`src/rtl/serializer_pkg.sv`:
```
`default_nettype none
// ============================================================================
//  Module   : serializer_pkg
//  Purpose  : Shared types and limits for the parallel_serializer block.
//             - ser_state_t : frame state (IDLE / SHIFT)
//             - MAX_WIDTH   : upper bound on the serializer WIDTH parameter
//  Revision : 1.0  initial release
// ============================================================================
package serializer_pkg;

    localparam int MAX_WIDTH = 32;

    typedef enum logic [0:0] {
        IDLE  = 1'b0,
        SHIFT = 1'b1
    } ser_state_t;

endpackage : serializer_pkg
`default_nettype wire

```
`src/rtl/parallel_serializer.sv`:
```
`default_nettype none
// ============================================================================
//  Module   : parallel_serializer
//  Purpose  : Parallel-to-serial transmitter. Accepts WIDTH-bit words over a
//             valid/ready handshake and emits one bit per clock, MSB first,
//             with frame_start / frame_end markers. Back-to-back words are
//             streamed with no idle bit between frames.
//  Ports    : clk          - clock, rising edge
//             rst          - synchronous active-high reset
//             data_in      - parallel word, sampled on load_valid && load_ready
//             load_valid   - upstream word available
//             load_ready   - word accepted this cycle when load_valid is high
//             out          - registered serial bit
//             out_valid    - out carries a frame bit
//             frame_start  - first (MSB) bit of a frame
//             frame_end    - last bit of a frame
//  Config   : PARALLEL_SERIALIZER_PARITY_EN - when defined, an even-parity
//             bit (XOR of the accepted word) follows the data bits and
//             carries frame_end.
//  Revision : 1.0  initial release
// ============================================================================
module parallel_serializer
    import serializer_pkg::*;
#(
    parameter int WIDTH = 3
) (
    input  logic             clk,
    input  logic             rst,
    input  logic [WIDTH-1:0] data_in,
    input  logic             load_valid,
    output logic             load_ready,
    output logic             out,
    output logic             out_valid,
    output logic             frame_start,
    output logic             frame_end
);

`ifdef PARALLEL_SERIALIZER_PARITY_EN
    localparam int FLEN = WIDTH + 1;
`else
    localparam int FLEN = WIDTH;
`endif
    localparam int CW = $clog2(FLEN + 1);

    localparam logic [0:0]    c_ST_IDLE  = IDLE;
    localparam logic [0:0]    c_ST_SHIFT = SHIFT;
    localparam logic [CW-1:0] c_CNT_FULL = CW'(FLEN);
    localparam logic [CW-1:0] c_CNT_ONE  = CW'(1);
    localparam logic [CW-1:0] c_CNT_TWO  = CW'(2);

    generate
        if (WIDTH < 2 || WIDTH > MAX_WIDTH) begin : g_width_check
            $error("parallel_serializer: WIDTH out of range 2..32");
        end
    endgenerate

    logic [0:0]       r_state;
    logic [WIDTH-1:0] r_shift;   // bits still to be placed on out, MSB next
    logic [CW-1:0]    r_cnt;     // bits remaining, including the one on out
    logic             r_out;
    logic             r_out_valid;
    logic             r_frame_start;
    logic             r_frame_end;
    logic             w_last;
    logic             w_accept;
    logic             w_next_bit;

    // r_cnt == 1 means the bit currently on out is the final bit of the frame
    assign w_last     = (r_state == c_ST_SHIFT) && (r_cnt == c_CNT_ONE);
    assign load_ready = !rst && ((r_state == c_ST_IDLE) || w_last);
    assign w_accept   = load_valid && load_ready;

`ifdef PARALLEL_SERIALIZER_PARITY_EN
    logic r_parity;

    // Parity is captured at accept; it takes the final slot of the frame
    assign w_next_bit = (r_cnt == c_CNT_TWO) ? r_parity : r_shift[WIDTH-1];

    always_ff @(posedge clk) begin
        if (rst) begin
            r_parity <= 1'b0;
        end else if (w_accept) begin
            r_parity <= ^data_in;
        end
    end
`else
    assign w_next_bit = r_shift[WIDTH-1];
`endif

    always_ff @(posedge clk) begin
        if (rst) begin
            r_state       <= c_ST_IDLE;
            r_shift       <= '0;
            r_cnt         <= '0;
            r_out         <= 1'b0;
            r_out_valid   <= 1'b0;
            r_frame_start <= 1'b0;
            r_frame_end   <= 1'b0;
        end else if (w_accept) begin
            // MSB goes straight to out; the remainder waits in r_shift
            r_state       <= c_ST_SHIFT;
            r_shift       <= data_in << 1;
            r_cnt         <= c_CNT_FULL;
            r_out         <= data_in[WIDTH-1];
            r_out_valid   <= 1'b1;
            r_frame_start <= 1'b1;
            r_frame_end   <= 1'b0;
        end else if (r_state == c_ST_SHIFT) begin
            r_frame_start <= 1'b0;
            if (r_cnt == c_CNT_ONE) begin
                r_state     <= c_ST_IDLE;
                r_shift     <= '0;
                r_cnt       <= '0;
                r_out       <= 1'b0;
                r_out_valid <= 1'b0;
                r_frame_end <= 1'b0;
            end else begin
                r_shift     <= r_shift << 1;
                r_cnt       <= r_cnt - c_CNT_ONE;
                r_out       <= w_next_bit;
                r_frame_end <= (r_cnt == c_CNT_TWO);
            end
        end else begin
            r_frame_start <= 1'b0;
            r_frame_end   <= 1'b0;
            r_out         <= 1'b0;
            r_out_valid   <= 1'b0;
        end
    end

    assign out         = r_out;
    assign out_valid   = r_out_valid;
    assign frame_start = r_frame_start;
    assign frame_end   = r_frame_end;

endmodule : parallel_serializer
`default_nettype wire

```
`config.mk`:
```
export PLATFORM = sky130hd
export DESIGN_NAME = parallel_serializer
export DESIGN_NICKNAME = d
export VERILOG_FILES = /design/src/rtl/serializer_pkg.sv /design/src/rtl/parallel_serializer.sv
export SDC_FILE = /design/constraint.sdc
export NUM_CORES = 1
export LEC_CHECK = 0
export CAP_MARGIN = 30
export CORE_AREA = 2 2 39 41
export DETAILED_ROUTE_END_ITERATION = 10
export DIE_AREA = 0 0 41 43
export GPL_TIMING_DRIVEN = 0
export PLACE_DENSITY = 0.57
export SLEW_MARGIN = 20
export SYNTH_ARGS = -nofsm -noshare
export SYNTH_HDL_FRONTEND = slang
export SYNTH_SLANG_ARGS = --single-unit
```
`constraint.sdc`:
```
create_clock -name clk -period 1.8 [get_ports clk]
set_clock_uncertainty 0.1 [all_clocks]
set_input_delay 0.18 -clock clk [delete_from_list [all_inputs] [get_ports clk]]
set_output_delay 0.18 -clock clk [all_outputs]
set_load 0.01 [all_outputs]
```
# == After elaboration in Yosys (flattened, before gate mapping) ==
# Index checks and enable logic that the tools add are counted.
# word_totals
regBits,10
output_inout_bits,5
word_cells,37
# op_classes
n_reduce_logical,8
bitwise,1
n_mux,16
addsub,1
n_eq_ne,3
# ops
cell,n
1-bit 2-to-1 mux,10
3-bit 2-to-1 mux,3
2-bit 2-to-1 mux,3
4-bit OR reduction,1
1-bit logical AND,3
3-bit by 1-bit != test with 1-bit output (second input constant),1
2-bit by 1-bit equality test with 1-bit output (second input constant),1
2-bit equality test (second input constant),1
2-bit nonzero test,1
2-bit OR reduction,1
2-bit by 1-bit subtractor with 2-bit output (second input constant),1
1-bit logical NOT,1
1-bit logical OR,1
1-bit NOT,1

# == Depth between registers and ports, before layout ==
# depth
depth_word,6
depth_mapped,6
depth_no_buf,5

# == Worst setup path after synthesis ==
# No wires, ideal clock.
# synth_path
path_type,register -> register
start,register r_cnt[0]
end,"register r_frame_start, in the netlist frame_start"
t_arrival_ps,1132
setup_slack_ps,508
path_buffers,1
path_stages_with_launch,6
cell_sequence,dfxtp_1 > ha_1 > nor2b_4 > buf_6 > nor2_1 > and2_1
# synth_between
elab_chain_cells,6
# synth_lines
item,line,source
"start, declared",parallel_serializer.sv:59,logic [CW-1:0] r_cnt;
"start signal, assigned",parallel_serializer.sv:103,r_cnt <= c_CNT_FULL;
"start signal, assigned",parallel_serializer.sv:119,r_cnt <= r_cnt - c_CNT_ONE;
2-bit by 1-bit equality test with 1-bit output,parallel_serializer.sv:69,assign w_last = (r_state == c_ST_SHIFT) && (r_cnt == c_CNT_ONE);
1-bit logical AND,parallel_serializer.sv:69,
1-bit logical OR,parallel_serializer.sv:70,assign load_ready = !rst && ((r_state == c_ST_IDLE) || w_last);
1-bit logical AND,parallel_serializer.sv:70,
net load_ready,parallel_serializer.sv:31,"output logic load_ready,"
1-bit logical AND,parallel_serializer.sv:71,assign w_accept = load_valid && load_ready;
1-bit 2-to-1 mux,parallel_serializer.sv:99,end else if (w_accept) begin
"end signal, assigned",parallel_serializer.sv:97,r_frame_start <= 1'b0;
"end signal, assigned",parallel_serializer.sv:106,r_frame_start <= 1'b1;
"end signal, assigned",parallel_serializer.sv:109,r_frame_start <= 1'b0;
"end, declared",parallel_serializer.sv:62,logic r_frame_start;
# The timed path passes the listed nets, and every way through them passes these cells.
# A chain may end at the register's enable or synchronous reset.

# == Final worst setup path ==
# layout_path
start,register r_cnt[1]
end,output port load_ready
# layout_between
elab_chain_cells,4
# layout_lines
item,line
2-bit by 1-bit equality test with 1-bit output,parallel_serializer.sv:69
1-bit logical AND,parallel_serializer.sv:69
1-bit logical OR,parallel_serializer.sv:70
1-bit logical AND,parallel_serializer.sv:70
"end, declared",parallel_serializer.sv:31
# No other way between the ends.

==> results.json <==
{
  "synth.avg_cell_area_um2": 9.77,
  "antennaDiodeCount": 0,
  "num_rows": 14,
  "dieArea_um2": 1760,
  "io_pins": 11,
  "grt_util_all_layers": 0.110,
  "synth_cell_types": 22,
  "power_uw": 466,
  "cp_max_fo": 8,
  "layout.cells.non_filler": 70,
  "critPathLaunch": "r_cnt[1]",
  "yosysWarnings": 0,
  "drt_iter0_markers": 7,
  "clock_latency_ns": 0.26,
  "tightest_slew_ns": 0.390,
  "synth_seq_area_share": 0.450,
  "powerDensity_nw_per_um2": 847,
  "slew_headroom": 0.740,
  "synth_nets": 49,
  "reg2reg_depth": 6,
  "grt_overflow": 0,
  "clk_pin_slew_ns": 0.06,
  "min_path_cells": 2,
  "cts_sinks": 9,
  "status": "finished, final reports clean",
  "r2r-end": "r_cnt[0]",
  "die_x_um": 41,
  "cts_buffer_depth": 2,
  "post-route-drc-count": 0,
  "end_kind": "output port",
  "wl_um": 710,
  "root_buffer": "clkbuf_4",
  "min_to": "r_shift[1]",
  "min_period_over_period": 0.935,
  "antenna_found_initial": 0,
  "die_h_um": 43,
  "viasPerCell": 4.61,
  "required_ns": 1.52,
  "rr_startpoint": "r_cnt[1]",
  "num_vias": 323,
  "wl_per_cell_um": 10.1,
  "dpl_cell_area_um2": 510,
  "dpl.cell_count": 66,
  "intPower_uw": 349,
  "synth-seq-cells": 9,
  "gp_congestion": 0.665,
  "clockPowerShare": 0.329,
  "p_switching_uw": 117,
  "pwr-share-seq": 0.485,
  "coreArea_um2": 1380,
  "finalHoldViolations": 0,
  "combinationalPowerShare": 0.185,
  "portBuffers": 9,
  "rsz0062_at_grt": "false",
  "first_global_vias": 295,
  "fmax_mhz": 594,
  "maxCapViolations": 0,
  "finalMaxSlewViolations": 0,
  "drtAntennaViolNets": 0,
  "dp_hpwl_um": 510,
  "initial_core_util": 0.289,
  "power_leakage_uw": 0.000219,
  "cts_tree": "yes",
  "setup_violations": 0,
  "hold_class": "in -> reg",
  "syn-cell-area_um2": 400,
  "postCtsHoldBufs": 0,
  "worstSetupStartpointType": "flop",
  "crit_type": "reg -> out",
  "grt_first_pass_wirelength_um": 1250,
  "final_common_cell": "clkdlybuf4s50_1",
  "netlist_instances": 41,
  "grt_max_degree": 11,
  "final_cell_area_um2": 551,
  "swShare": 0.251,
  "r2r_slack_ns": 0.51,
  "period_needed_ns": 1.68,
  "areaGrowthSynthToFinish_pct": 37.5,
  "final_util": 0.398,
  "drive_above_1_share": 0.222,
  "htreeDepth": 1,
  "hold_start": "rst",
  "layout_common_cells": "8 x clkdlybuf4s50_1, 7 x dfxtp_1, 5 x nor2_1",
  "cts_buffers": 3,
  "peakVddDrop_uv": 216,
  "final_nets": 63,
  "firstDrtPassIters": 2,
  "arrival_ns": 1.40
}
repair_timing:
item	CTS	global route
setup endpoints to repair	1	1
resized for setup	4	1
setup buffers	0	0
synthesized netlist by cell type:
library cell  n  share of area
or2_2         1          0.016
dfxtp_1       9           0.45
nand2_1       2          0.019
nor2_1        5          0.047
a311oi_1      1          0.022
nand3b_1      1          0.019
a32oi_1       1          0.022
inv_1         2          0.019
and2_1        1          0.016
mux2i_1       3          0.075
ha_1          2          0.062
clkbuf_1      1         0.0094
a211oi_1      1          0.019
nand3_1       1          0.012
o21a_1        1          0.019
buf_6         1          0.028
nor3_1        1          0.012
and3b_2       1          0.025
nor2b_4       1          0.034
buf_2         1          0.012
nor3_2        1          0.025
a21oi_1       3          0.037
per-layer routing:
layer / routed length [µm] / vias up / GRT usage
li1: - / 165 / -
met5: 0 / - / 0
met1: 345 / 144 / 0.149
met2: 306 / 12 / 0.131
met3: 45 / 2 / 0.0471
met4: 12 / 0 / 0.0800
state kept, by name, summed over array words and instances, names as in the netlist:
register / flops
out_valid: 1
r_shift: 2
frame_start: 1
r_state: 1
frame_end: 1
out: 1
r_cnt: 2
power groups by stage:
stage / clock, µW / combinational [µW] / sequential [µW]
6_report: 153 / 86.4 / 226
5_1_grt: 175 / 96.6 / 229
4_1_cts: 160 / 88.0 / 226
3_5_place_dp: 0 / 85.1 / 229
3_3_place_gp: 0 / 84.1 / 229
2_1_floorplan: 0 / 51.0 / 229
per-stage QoR:
step | setup WS (ns) | TNS [ns] | hold WS [ns]
final | 0.117 | 0 | 0.181
after global routing | 0.00563 | 0 | 0.193
after CTS | 0.0692 | 0 | 0.168
after detailed placement | -0.0131 | -0.0131 | 0.352
after global placement | -0.0130 | -0.0130 | 0.351
after floorplan | 0.508 | 0 | 0.244
area by class of cell:
cell class	count	area [µm²]
fillers	149	833
well taps	16	20.0
clock buffers	4	26.3
multi-input cells	27	205
plain buffers	3	20.0
inverters	2	7.51
flip-flops and latches	9	183
repair buffers	9	88.8
how the worst max path moves through the flow:
stage | endpoint | cells past startpoint
6_report | load_ready | 6
5_1_grt | load_ready | 6
4_1_cts | load_ready | 6
3_5_place_dp | load_ready | 5
3_3_place_gp | load_ready | 5
2_1_floorplan | frame_start | 5
critical path, cell delays in order (launching register included):
cell and delay, ns:
dfxtp_2 0.33, inv_1 0.06, ha_4 0.18, nor2b_4 0.10, buf_6 0.13, nor2_1 0.05, dlygate4sd2_1 0.30
logic make-up (layout without fill, tap and decap cells):
logic type	Yosys count	in the layout	share of synthesized area
and+or+nand+nor	15	15	0.225
DFF	9	9	0.450
AOI/OAI and AO/OA	7	7	0.119
buffers and inverters	5	18	0.0687
muxes	3	3	0.0750
adders and majority gates	2	2	0.0625
Power figures use the tool's default switching activity.
